<file path="src/rtl/multicycle_controller.sv">
// Main control FSM for the multicycle ARM-subset core: sequences fetch/decode/execute/memory/writeback,
// owns the NZCV flag register and condition check, and gates architectural writes by the condition.
module multicycle_controller #(
  parameter int unsigned STATE_W = 4
) (
  input  logic               clk,
  input  logic               reset,
  input  logic [3:0]         Cond,
  input  logic [1:0]         Op,
  input  logic               Funct5,
  input  logic               Funct0,
  input  logic [3:0]         Rd,
  input  logic [3:0]         ALUFlags,
  input  logic [1:0]         FlagW,
  input  logic               NoWrite,
  output logic               PCWrite,
  output logic               MemWrite,
  output logic               RegWrite,
  output logic               IRWrite,
  output logic               AdrSrc,
  output logic [1:0]         ResultSrc,
  output logic               ALUSrcA,
  output logic [1:0]         ALUSrcB,
  output logic               ALUOp,
  output logic [1:0]         ImmSrc,
  output logic [1:0]         RegSrc,
  output logic [3:0]         Flags,
  output logic [STATE_W-1:0] State
);

  localparam logic [STATE_W-1:0] S_FETCH    = STATE_W'(0);
  localparam logic [STATE_W-1:0] S_DECODE   = STATE_W'(1);
  localparam logic [STATE_W-1:0] S_MEMADR   = STATE_W'(2);
  localparam logic [STATE_W-1:0] S_MEMRD    = STATE_W'(3);
  localparam logic [STATE_W-1:0] S_MEMWB    = STATE_W'(4);
  localparam logic [STATE_W-1:0] S_MEMWR    = STATE_W'(5);
  localparam logic [STATE_W-1:0] S_EXECUTER = STATE_W'(6);
  localparam logic [STATE_W-1:0] S_EXECUTEI = STATE_W'(7);
  localparam logic [STATE_W-1:0] S_ALUWB    = STATE_W'(8);
  localparam logic [STATE_W-1:0] S_BRANCH   = STATE_W'(9);

  logic [STATE_W-1:0] state, state_next;
  logic [3:0]         flags_q;
  logic               condex, condexr;
  logic               next_pc, regw, memw, branch, irw;
  logic               in_execute;

  // State register
  always_ff @(posedge clk or negedge reset) begin
    if (!reset) state <= S_FETCH;
    else        state <= state_next;
  end

  // Next-state logic; unused encodings fall back to FETCH
  always_comb begin
    state_next = S_FETCH;
    case (state)
      S_FETCH:  state_next = S_DECODE;
      S_DECODE: begin
        case (Op)
          2'b00:   state_next = Funct5 ? S_EXECUTEI : S_EXECUTER;
          2'b01:   state_next = S_MEMADR;
          2'b10:   state_next = S_BRANCH;
          default: state_next = S_FETCH;
        endcase
      end
      S_MEMADR:   state_next = Funct0 ? S_MEMRD : S_MEMWR;
      S_MEMRD:    state_next = S_MEMWB;
      S_EXECUTER: state_next = S_ALUWB;
      S_EXECUTEI: state_next = S_ALUWB;
      default:    state_next = S_FETCH;
    endcase
  end

  // Per-state datapath controls and raw (ungated) write requests
  always_comb begin
    next_pc   = 1'b0;
    regw      = 1'b0;
    memw      = 1'b0;
    branch    = 1'b0;
    irw       = 1'b0;
    AdrSrc    = 1'b0;
    ResultSrc = 2'b00;
    ALUSrcA   = 1'b0;
    ALUSrcB   = 2'b00;
    ALUOp     = 1'b0;
    case (state)
      S_FETCH: begin
        ALUSrcA   = 1'b1;
        ALUSrcB   = 2'b10;
        ResultSrc = 2'b10;
        irw       = 1'b1;
        next_pc   = 1'b1;
      end
      S_DECODE: begin
        ALUSrcA   = 1'b1;
        ALUSrcB   = 2'b10;
        ResultSrc = 2'b10;
      end
      S_MEMADR: ALUSrcB = 2'b01;
      S_MEMRD:  AdrSrc  = 1'b1;
      S_MEMWB: begin
        ResultSrc = 2'b01;
        regw      = 1'b1;
      end
      S_MEMWR: begin
        AdrSrc = 1'b1;
        memw   = 1'b1;
      end
      S_EXECUTER: ALUOp = 1'b1;
      S_EXECUTEI: begin
        ALUSrcB = 2'b01;
        ALUOp   = 1'b1;
      end
      S_ALUWB: regw = 1'b1;
      S_BRANCH: begin
        ALUSrcB   = 2'b01;
        ResultSrc = 2'b10;
        branch    = 1'b1;
      end
      default: ;
    endcase
  end

  // ARM condition evaluation against the architectural flags {N,Z,C,V}
  always_comb begin
    condex = 1'b1;
    case (Cond)
      4'b0000: condex = flags_q[2];
      4'b0001: condex = ~flags_q[2];
      4'b0010: condex = flags_q[1];
      4'b0011: condex = ~flags_q[1];
      4'b0100: condex = flags_q[3];
      4'b0101: condex = ~flags_q[3];
      4'b0110: condex = flags_q[0];
      4'b0111: condex = ~flags_q[0];
      4'b1000: condex = flags_q[1] & ~flags_q[2];
      4'b1001: condex = ~flags_q[1] | flags_q[2];
      4'b1010: condex = (flags_q[3] == flags_q[0]);
      4'b1011: condex = (flags_q[3] != flags_q[0]);
      4'b1100: condex = ~flags_q[2] & (flags_q[3] == flags_q[0]);
      4'b1101: condex = flags_q[2] | (flags_q[3] != flags_q[0]);
      default: condex = 1'b1;
    endcase
  end

  // Condition is frozen at end of DECODE so this instruction's own flag writes cannot affect it
  always_ff @(posedge clk or negedge reset) begin
    if (!reset)                condexr <= 1'b0;
    else if (state == S_DECODE) condexr <= condex;
  end

  assign in_execute = (state == S_EXECUTER) || (state == S_EXECUTEI);

  always_ff @(posedge clk or negedge reset) begin
    if (!reset) begin
      flags_q <= 4'b0000;
    end else if (in_execute && condexr) begin
      if (FlagW[1]) flags_q[3:2] <= ALUFlags[3:2];
      if (FlagW[0]) flags_q[1:0] <= ALUFlags[1:0];
    end
  end

  // Write enables are also held low while reset is asserted (FETCH would otherwise request writes)
  assign RegWrite = reset & regw & condexr & ~((state == S_ALUWB) & NoWrite);
  assign MemWrite = reset & memw & condexr;
  assign PCWrite  = reset & (next_pc | (condexr & (branch | (regw & (Rd == 4'd15) & ~NoWrite))));
  assign IRWrite  = reset & irw;

  assign ImmSrc = Op;
  assign RegSrc = {Op == 2'b01, Op == 2'b10};
  assign Flags  = flags_q;
  assign State  = state;

endmodule

</file>
<file path="config.mk">
export PLATFORM = sky130hd
export DESIGN_NAME = multicycle_controller
export DESIGN_NICKNAME = d
export VERILOG_FILES = /design/src/rtl/multicycle_controller.sv
export SDC_FILE = /design/constraint.sdc
export NUM_CORES = 1
export LEC_CHECK = 0
export ABC_AREA = 1
export BUFFER_PORTS_ARGS = -buffer_cell sky130_fd_sc_hd__buf_2
export CAP_MARGIN = 20
export CORE_UTILIZATION = 35
export CTS_CLUSTER_DIAMETER = 30
export DETAILED_ROUTE_END_ITERATION = 16
export GPL_TIMING_DRIVEN = 0
export HOLD_SLACK_MARGIN = 0.03
export PLACE_DENSITY = 0.66
export SETUP_SLACK_MARGIN = 0.05
export SLEW_MARGIN = 20
export SYNTH_ARGS = -nofsm -noshare
export SYNTH_HDL_FRONTEND = slang
export SYNTH_SLANG_ARGS = --single-unit
</file>
<file path="constraint.sdc">
create_clock -name clk -period 1.6 [get_ports clk]
set_input_delay 0.24 -clock clk [delete_from_list [all_inputs] [get_ports clk]]
set_output_delay 0.24 -clock clk [all_outputs]
set_load 0.03 [all_outputs]
</file>
; Yosys cells after proc, flatten, opt, wreduce, memory -nomap -nowiden
; Cells that the tools add are included.
[word_totals]
ff_bits = 9
input_bits = 21
out_inout_bits = 23
elab_cells = 81
[op_classes]
n_eq_ne = 27
muxes = 14
n_bitwise = 23
n_reduce_logical = 13
[op_table]
columns = op, n
row1 = "equality test 4 bit, second input constant", 9
row2 = "equality test 4 x 3 -> 1 bit, second input constant", 8
row3 = one-hot mux 4 bit (5 select lines), 1
row4 = "equality test 4 x 2 -> 1 bit, second input constant", 4
row5 = one-hot mux 1 bit (14 select lines), 1
row6 = AND 1 bit, 13
row7 = one-hot mux 4 bit (3 select lines), 1
row8 = "equality test 4 x 1 -> 1 bit, second input constant", 2
row9 = zero test 4 bit, 2
row10 = two-way mux 1 bit, 8
row11 = one-hot mux 2 bit (2 select lines), 2
row12 = OR reduction 2 bit, 4
row13 = NOT 1 bit, 6
row14 = OR reduction 3 bit, 2
row15 = bitwise OR 1 bit, 4
row16 = AND reduction 2 bit, 2
row17 = two-way mux 3 bit, 1
row18 = "equality test 2 x 1 -> 1 bit, second input constant", 1
row19 = "equality test 2 bit, second input constant", 1
row20 = zero test 2 bit, 1
row21 = equality test 1 bit, 1
row22 = logical AND 1 bit, 1
row23 = logical OR 1 bit, 1
row24 = != test 1 bit, 1

; Logic depth before layout (Yosys ltp)
; Gate-level depths: netlist of run 1.
[logic_depth]
ltp_word = 9
ltp_mapped = 8
depth_no_buf = 8

; Least setup slack after synthesis of run 1
; Ideal clock, no wire load.
[synth_timing]
kind = reg2out
start = register state[1] (netlist: State[1])
end = output port RegWrite
arrival_time_ns = 1.702
required_time_ns = 1.360
slack_ns = -0.342
stages_incl_launch_ff = 5
path_buffers = 1
path_cell_list = dfrtp_1 -> buf_6 -> nor2_1 -> o21ai_1 -> a311oi_1
[synth_between]
elab_chain_len = 6
word_cells_on_any_way = 9
cone_classes = eq/ne (2) / mux (1) / bitwise (5) / reduce/logical (1)
[synth_rtl]
columns = item, line_no
row1 = from (decl), 42  ; logic [STATE_W-1:0] state, state_next;
row2 = from (signal assigned), 51  ; else state <= state_next;
row3 = equality test 4 bit or equality test 4 x 3 -> 1 bit (tied branches), "87, 165"
row4 = OR reduction 2 bit (no source line), --
row5 = two-way mux 1 bit, 87  ; case (state)
row6 = AND 1 bit (2 in series), 165  ; assign RegWrite = reset & regw & condexr & ~((state == S_ALUWB) & NoWrite);
row7 = AND 1 bit (*), 165
row8 = to (decl), 18  ; output logic RegWrite,
; Every way passes the cells marked *; elsewhere a longest branch is shown, timed or not.

; Final worst setup path of run 1
[layout_timing]
start = register state[3] (netlist: State[3])
end = output port PCWrite
[layout_between]
elab_chain_len = 9
word_cells_on_any_way = 14
cone_classes = eq/ne (3) / mux (3) / bitwise (6) / reduce/logical (2)
[layout_rtl]
columns = item, line_no
row1 = equality test 4 bit or equality test 4 x 3 -> 1 bit (tied branches), 87
row2 = OR reduction 2 bit (no source line), --
row3 = two-way mux 1 bit, 87
row4 = AND 1 bit (2 in series), 167  ; assign PCWrite = reset & (next_pc | (condexr & (branch | (regw & (Rd == 4'd15) & ~NoWrite))));
row5 = bitwise OR 1 bit, 167
row6 = AND 1 bit, 167
row7 = bitwise OR 1 bit (*), 167
row8 = AND 1 bit (*), 167
row9 = to (decl), 16  ; output logic PCWrite,
; Marks and branches as above.

==> results of run 1 <==
-- worst min-delay path: stages --
cell     delay [ps]
buf_2            70
nand3_1          70
nand2_1          60
-- metal layers --
layer / wire, um / up-vias / share of wire / GRT usage
li1: - / 487 / - / -
met1: 981 / 439 / 0.44 / 0.224
met2: 1110 / 29 / 0.50 / 0.340
met3: 78 / 6 / 0.035 / 0.00943
met4: 57 / 0 / 0.026 / 0.103
met5: 0 / - / 0 / 0
-- cell families after synthesis --
kind of cell           after synthesis
AND/OR/NAND/NOR                     70
buffers and inverters               25
AO/OA/AOI/OAI                       15
flip-flops                           9
-- sequential cells by signal (all words and copies together) (netlist names) --
| register | count |
|---|---|
| Flags | 4 |
| State | 4 |
| condexr | 1 |
-- cell type report --
type	count	share of cell area
multi-input cells	85	0.411
repair buffers	53	0.277
flip-flops and latches	9	0.183
inverters	22	0.0695
well taps	27	0.0268
clock buffers	4	0.0209
plain buffers	2	0.0119
-- timing repair --
action                                 in CTS  in global routing
setup endpoints to repair                   7                  8
buffers inserted                            5                  4
endpoints found under the hold margin       9                  0
hold buffers                                1                  0
pin swaps                                   4                  6
gates resized for setup                    26                 11
-- worst max path at each step --
| stage | end | depth (start not counted) |
|---|---|---|
| 2_1_floorplan | RegWrite | 4 |
| 3_3_place_gp | PCWrite | 9 |
| 3_5_place_dp | PCWrite | 9 |
| 4_1_cts | RegWrite | 5 |
| 5_1_grt | PCWrite | 7 |
| 6_report | PCWrite | 7 |
-- synthesized netlist by cell type (all sizes together) --
library cell  count
nor3              2
nand4             1
a21oi             5
o21ai             6
o211ai            1
a311oi            1
buf               3
o221ai            1
nand2            33
nand3            12
o22ai             1
nor2             21
inv              22
nor4              1
dfrtp             9
-- through the flow --
step           setup slack (ps)  utilization  std cells  area [um2]  setup TNS [ps]
6_report                  -97.0        0.629        202        1260            -207
2_1_floorplan              43.2            -        119         810               0
3_5_place_dp               32.7        0.529        189        1060               0
4_1_cts                   -83.9        0.600        199        1200            -174
3_3_place_gp               45.3        0.529        189        1060               0
5_1_grt                    -147        0.629        202        1260            -589
-- power by group --
group | total, W | switching, W | internal (W)
Clock | 0.000175 | 0.0000788 | 0.0000961
Combinational | 0.00176 | 0.00111 | 0.000647
Sequential | 0.000463 | 0.000136 | 0.000327
Total | 0.00240 | 0.00133 | 0.00107
==> impl_metrics.csv, run 1 <==
group,metric,value,unit
synthesis,synth_warnings,0,
synthesis,synth_compound_area_frac,0.118,
setup_path,cp-start-kind,"flop",
routing,viasPerCell,4.76,
die,fp.dieH,48.6,um
synthesis,syn_inst,119,
clocking,clock_path_buffers,2,
placement,port_buffers,43,
routing,drc_errors,0,
min_path,hp-start,"ALUFlags[2]",
global_routing,grt_pass1_vias,866,
synthesis,syn_area,761,um2
final_layout,final_common_cell,"buf_2",
global_routing,grt_max_degree,10,
setup_path,slowest_delay,430,ps
flow_run,cap_violations,0,
synthesis,synth_top_family_by_area,"simple AND/OR/NAND/NOR gates",
power,cellPowerDensity,1900,nW/um2
timing,fin_ws,-97.0,ps
clocking,tritoncts,"built",
final_layout,syn_to_final_growth,65.6,%
min_path,hold_end,"Flags[2]",
final_layout,antennaDiodeCount,0,
synthesis,synthAdderAreaFrac,0,
setup_path,critical-path-top-delay-family,"flip-flops",
synthesis,synthXorXnorAreaFrac,0,
min_path,hold_depth,3,
timing,setup_violations,5,
synthesis,ys_seq_elements,9,
outcome,status,"finished with violations",
synthesis,yosysTopAreaCell,"dfrtp_1",
setup_path,rr_worst_depth,7,
setup_path,reg2reg_setup_slack,290,ps
power,total_power,0.00240,W
synthesis,yosys.cell_types.count,24,
timing,finalClockSkew,1.34,ps
synthesis,syn_avg_cell_area,6.39,um2
global_routing,grt_pass1_wl,3550,um
clocking,clk_latency,250,ps
outcome,violations,"setup timing",
routing,post_drt_wl_per_cell,11.0,um
global_routing,grt-ovfl-total,0,
setup_path,slowest_stage,"dfrtp_2",
clocking,cts_made_buffers,3,
die,io_pins,44,
routing,drtAntennaViolNets,0,
timing,slew_violations,0,
routing,dr.pass1.iters,6,
synthesis,yosys-top-cells-area,"dfrtp_1 30%, nand2_1 14%, inv_1 10%, nor2_1 8.4%, nand3_1 7.9%",
clocking,clk_pin_slew,60,ps
power,p_leak,0.703,nW
synthesis,yosys.area.top_type_share,0.296,
min_path,hp-class,"input port to flop",
die,core_region_area,2000,um2
setup_path,cp_max_fo,3,
timing,rsz0062_at_grt,"true",
final_layout,nNetsFinal,197,
setup_path,crit_arrival,1460,ps
global_routing,grt_usage,0.189,
timing,max_clock_freq,589,MHz
routing,dr_total_vias,961,
synthesis,yosysSeqAreaShare,0.296,
setup_path,startpoint,"State[3]",
timing,worst_slew_pin_slew,416,ps
routing,drt_iter0_drc,18,
timing,max_slew_margin,0.722,
synthesis,syn-num-nets,140,
placement,gp_congestion,0.795,
synthesis,muxShareOfSynthArea,0,
placement,dpl.hpwl,1650,um
final_layout,layout_common_cells,"34 x buf_2, 24 x nand2_1, 17 x inv_1",
timing,period_minus_slack,1700,ps
routing,wl,2230,um
setup_path,r2r_end,"condexr",
die,die_area,2360,um2
die,die_w,48.6,um
global_routing,antenna_found_initial,0,
die,rows,16,
setup_path,critPathBufInv,2,
clocking,cts.sinks,9,
final_layout,nFillCells,190,
synthesis,synth-simple-area-share,0.442,
setup_path,path_class,"flop to primary output",
final_layout,drive_above_1_share,0.503,
timing,whs,219,ps
setup_path,path_cells,"inv_4 > nor2_4 > o21ai_4 > o21ai_1 > nand3_1 > o21ai_2 > buf_6",
clocking,cts-root-buf,"clkbuf_4",
setup_path,timing.rr.start,"State[1]",
final_layout,multi_input_area,518,um2
final_layout,regArea,230,um2
timing,fin_crit_sh,1.06,
timing,hold_violations,0,
setup_path,crit_required,1360,ps
power,peakVddDrop,931,uV
setup_path,critPathCaptureType,"primary output",
die,start_util,0.380,
clocking,htreeDepth,1,
No activity file was read; power rests on OpenSTA's default activity.
==> inputs of run 2 (changes only) <==
--- a/config.mk
+++ b/config.mk
@@ -8,13 +8,12 @@
 export ABC_AREA = 1
 export BUFFER_PORTS_ARGS = -buffer_cell sky130_fd_sc_hd__buf_2
 export CAP_MARGIN = 20
-export CORE_UTILIZATION = 35
+export CORE_UTILIZATION = 43
 export CTS_CLUSTER_DIAMETER = 30
 export DETAILED_ROUTE_END_ITERATION = 16
 export GPL_TIMING_DRIVEN = 0
 export HOLD_SLACK_MARGIN = 0.03
-export PLACE_DENSITY = 0.66
-export SETUP_SLACK_MARGIN = 0.05
+export PLACE_DENSITY = 0.79
 export SLEW_MARGIN = 20
 export SYNTH_ARGS = -nofsm -noshare
 export SYNTH_HDL_FRONTEND = slang
==> run 2 against run 1 <==
The run still ends with setup timing left. Clock-buffer cell count shrank 1. Clock skew is essentially flat. Maximum frequency shrank 1.2%. Wire length grew 13%. Final area shrank 6.9%. Global-route usage grew 11 points.
==> impl_metrics.csv, run 2 (synthesis gave the netlist of run 1 again) <==
group,metric,value,unit
clocking,htreeDepth,1,
setup_path,cp_common_cell,"o21ai_2",
min_path,hp-start,"ALUFlags[2]",
outcome,violations,"setup timing",
final_layout,syn_to_final_growth,54.3,%
timing,setup_violations,8,
setup_path,reg2reg_setup_slack,420,ps
power,peakVddDrop,1170,uV
setup_path,slowest_stage,"dfrtp_2",
routing,drt_iter0_drc,16,
final_layout,nNetsFinal,195,
setup_path,crit_required,1360,ps
placement,placed_area,1010,um2
setup_path,rr_worst_depth,7,
setup_path,critPathCaptureType,"primary output",
timing,max_slew_margin,0.712,
final_layout,final_area,1170,um2
clocking,cts-root-buf,"clkbuf_4",
setup_path,cp_max_fo,4,
routing,drtAntennaViolNets,0,
clocking,clk_latency,270,ps
timing,rsz0062_at_grt,"true",
global_routing,grt_pass1_wl,4220,um
die,core_region_area,1580,um2
timing,hold_violations,0,
routing,dr_total_vias,1004,
setup_path,path_cells,"inv_2 > nor2_4 > o21ai_2 > o21ai_1 > nand3_1 > o21ai_2 > buf_6",
final_layout,antennaDiodeCount,0,
setup_path,cp-start-kind,"flop",
placement,dpl.hpwl,1710,um
timing,fin_ws,-118,ps
setup_path,path_class,"flop to primary output",
flow_run,cap_violations,0,
placement,gp_congestion,0.815,
clocking,tritoncts,"built",
clocking,cts_made_buffers,3,
power,p_leak,0.692,nW
routing,drc_errors,0,
min_path,hold_depth,3,
timing,slew_violations,0,
setup_path,crit_arrival,1480,ps
die,start_util,0.483,
clocking,clock_path_buffers,2,
die,fp.dieH,44.1,um
die,rows,14,
setup_path,timing.rr.start,"State[1]",
global_routing,grt_usage,0.300,
final_layout,post_layout_nonfiller_instances,189,
die,die_w,44.1,um
timing,finalClockSkew,0.949,ps
global_routing,grt_pass1_vias,986,
power,cellPowerDensity,1970,nW/um2
timing,worst_slew_pin_slew,431,ps
final_layout,utilization,0.744,
final_layout,final_common_cell,"buf_2",
placement,place_inst,178,
clocking,cts.sinks,9,
global_routing,grt-ovfl-total,0,
routing,post_drt_wl_per_cell,13.3,um
timing,fin_crit_sh,1.07,
setup_path,critical-path-top-delay-family,"flip-flops",
placement,port_buffers,43,
min_path,hp-class,"input port to flop",
die,die_area,1940,um2
timing,period_minus_slack,1720,ps
clocking,clk_pin_slew,70,ps
routing,wl,2520,um
setup_path,endpoint,"PCWrite",
outcome,status,"finished with violations",
final_layout,drive_above_1_share,0.480,
die,io_pins,44,
timing,max_clock_freq,582,MHz
setup_path,critPathBufInv,2,
global_routing,antenna_found_initial,0,
routing,dr.pass1.iters,6,
setup_path,slowest_delay,430,ps
setup_path,r2r_end,"condexr",
setup_path,startpoint,"State[3]",
routing,viasPerCell,5.31,
final_layout,layout_common_cells,"35 x buf_2, 25 x nand2_1, 17 x inv_1",
setup_path,path_depth,7,
global_routing,grt_max_degree,10,
-- run 2: cell types whose count changed in the layout (fill, tap and decap cells not counted), sizes merged --
cell,before,now
clkinv,0,1
buf,54,52
clkbuf,4,3
-- run 2: per-stage QoR --
step | TNS [ps] | setup WS, ps | hold slack (ps) | power (W)
global placement | 0 | 38.5 | 124 | 0.00174
detailed placement | -5.37 | -5.37 | 124 | 0.00177
floorplan | -165 | -111 | -55.6 | 0.00141
finish | -472 | -118 | 209 | 0.00231
CTS | -254 | -86.2 | 203 | 0.00225
global route | -1050 | -202 | 219 | 0.00246
-- run 2: metal layers --
metal,share of wire,up-vias,GRT usage
met1,0.39,471,0.332
met4,0.034,0,0.103
li1,-,484,-
met2,0.52,38,0.541
met3,0.056,11,0.0898
met5,0,-,0
-- run 2: worst min-delay path by stage --
| stage | end | slack [ps] |
|---|---|---|
| floorplan | Flags[0] | -60 |
| global placement | Flags[2] | 120 |
| CTS | Flags[1] | 200 |
| global route | State[2] | 220 |
| detailed placement | State[3] | 120 |
| finish | Flags[2] | 210 |
-- run 2: repair_timing --
| action | in CTS | in global routing |
|---|---|---|
| setup endpoints to repair | 7 | 8 |
| setup buffers | 6 | 0 |
| pin swaps | 1 | 1 |
| resized for setup | 26 | 4 |
| hold buffers | 1 | 0 |
| hold endpoints to repair | 9 | 0 |
-- run 2: worst register-to-register path, cell delays in order, from the launching register on --
cell and delay [ps]:
dfrtp_1 390, buf_6 140, inv_2 60, nand2_4 60
nor2_4 150, o21ai_0 100, nor2_1 100, a21oi_1 70
-- run 2: cell type report --
class | instances | area [um2]
multi-input cells | 85 | 478
fillers | 119 | 403
repair buffers | 50 | 305
flip-flops and latches | 9 | 229
inverters | 22 | 87.6
plain buffers | 3 | 26.3
clock buffers | 3 | 22.5
well taps | 16 | 20.0
clock inverters | 1 | 5.00
-- run 2: where the power goes --
| group | total (W) | internal (W) | switching (W) |
|---|---|---|---|
| logic | 0.00169 | 0.000592 | 0.00109 |
| registers | 0.000439 | 0.000324 | 0.000114 |
| clock network | 0.000189 | 0.0000928 | 0.0000957 |
| total | 0.00231 | 0.00101 | 0.00130 |
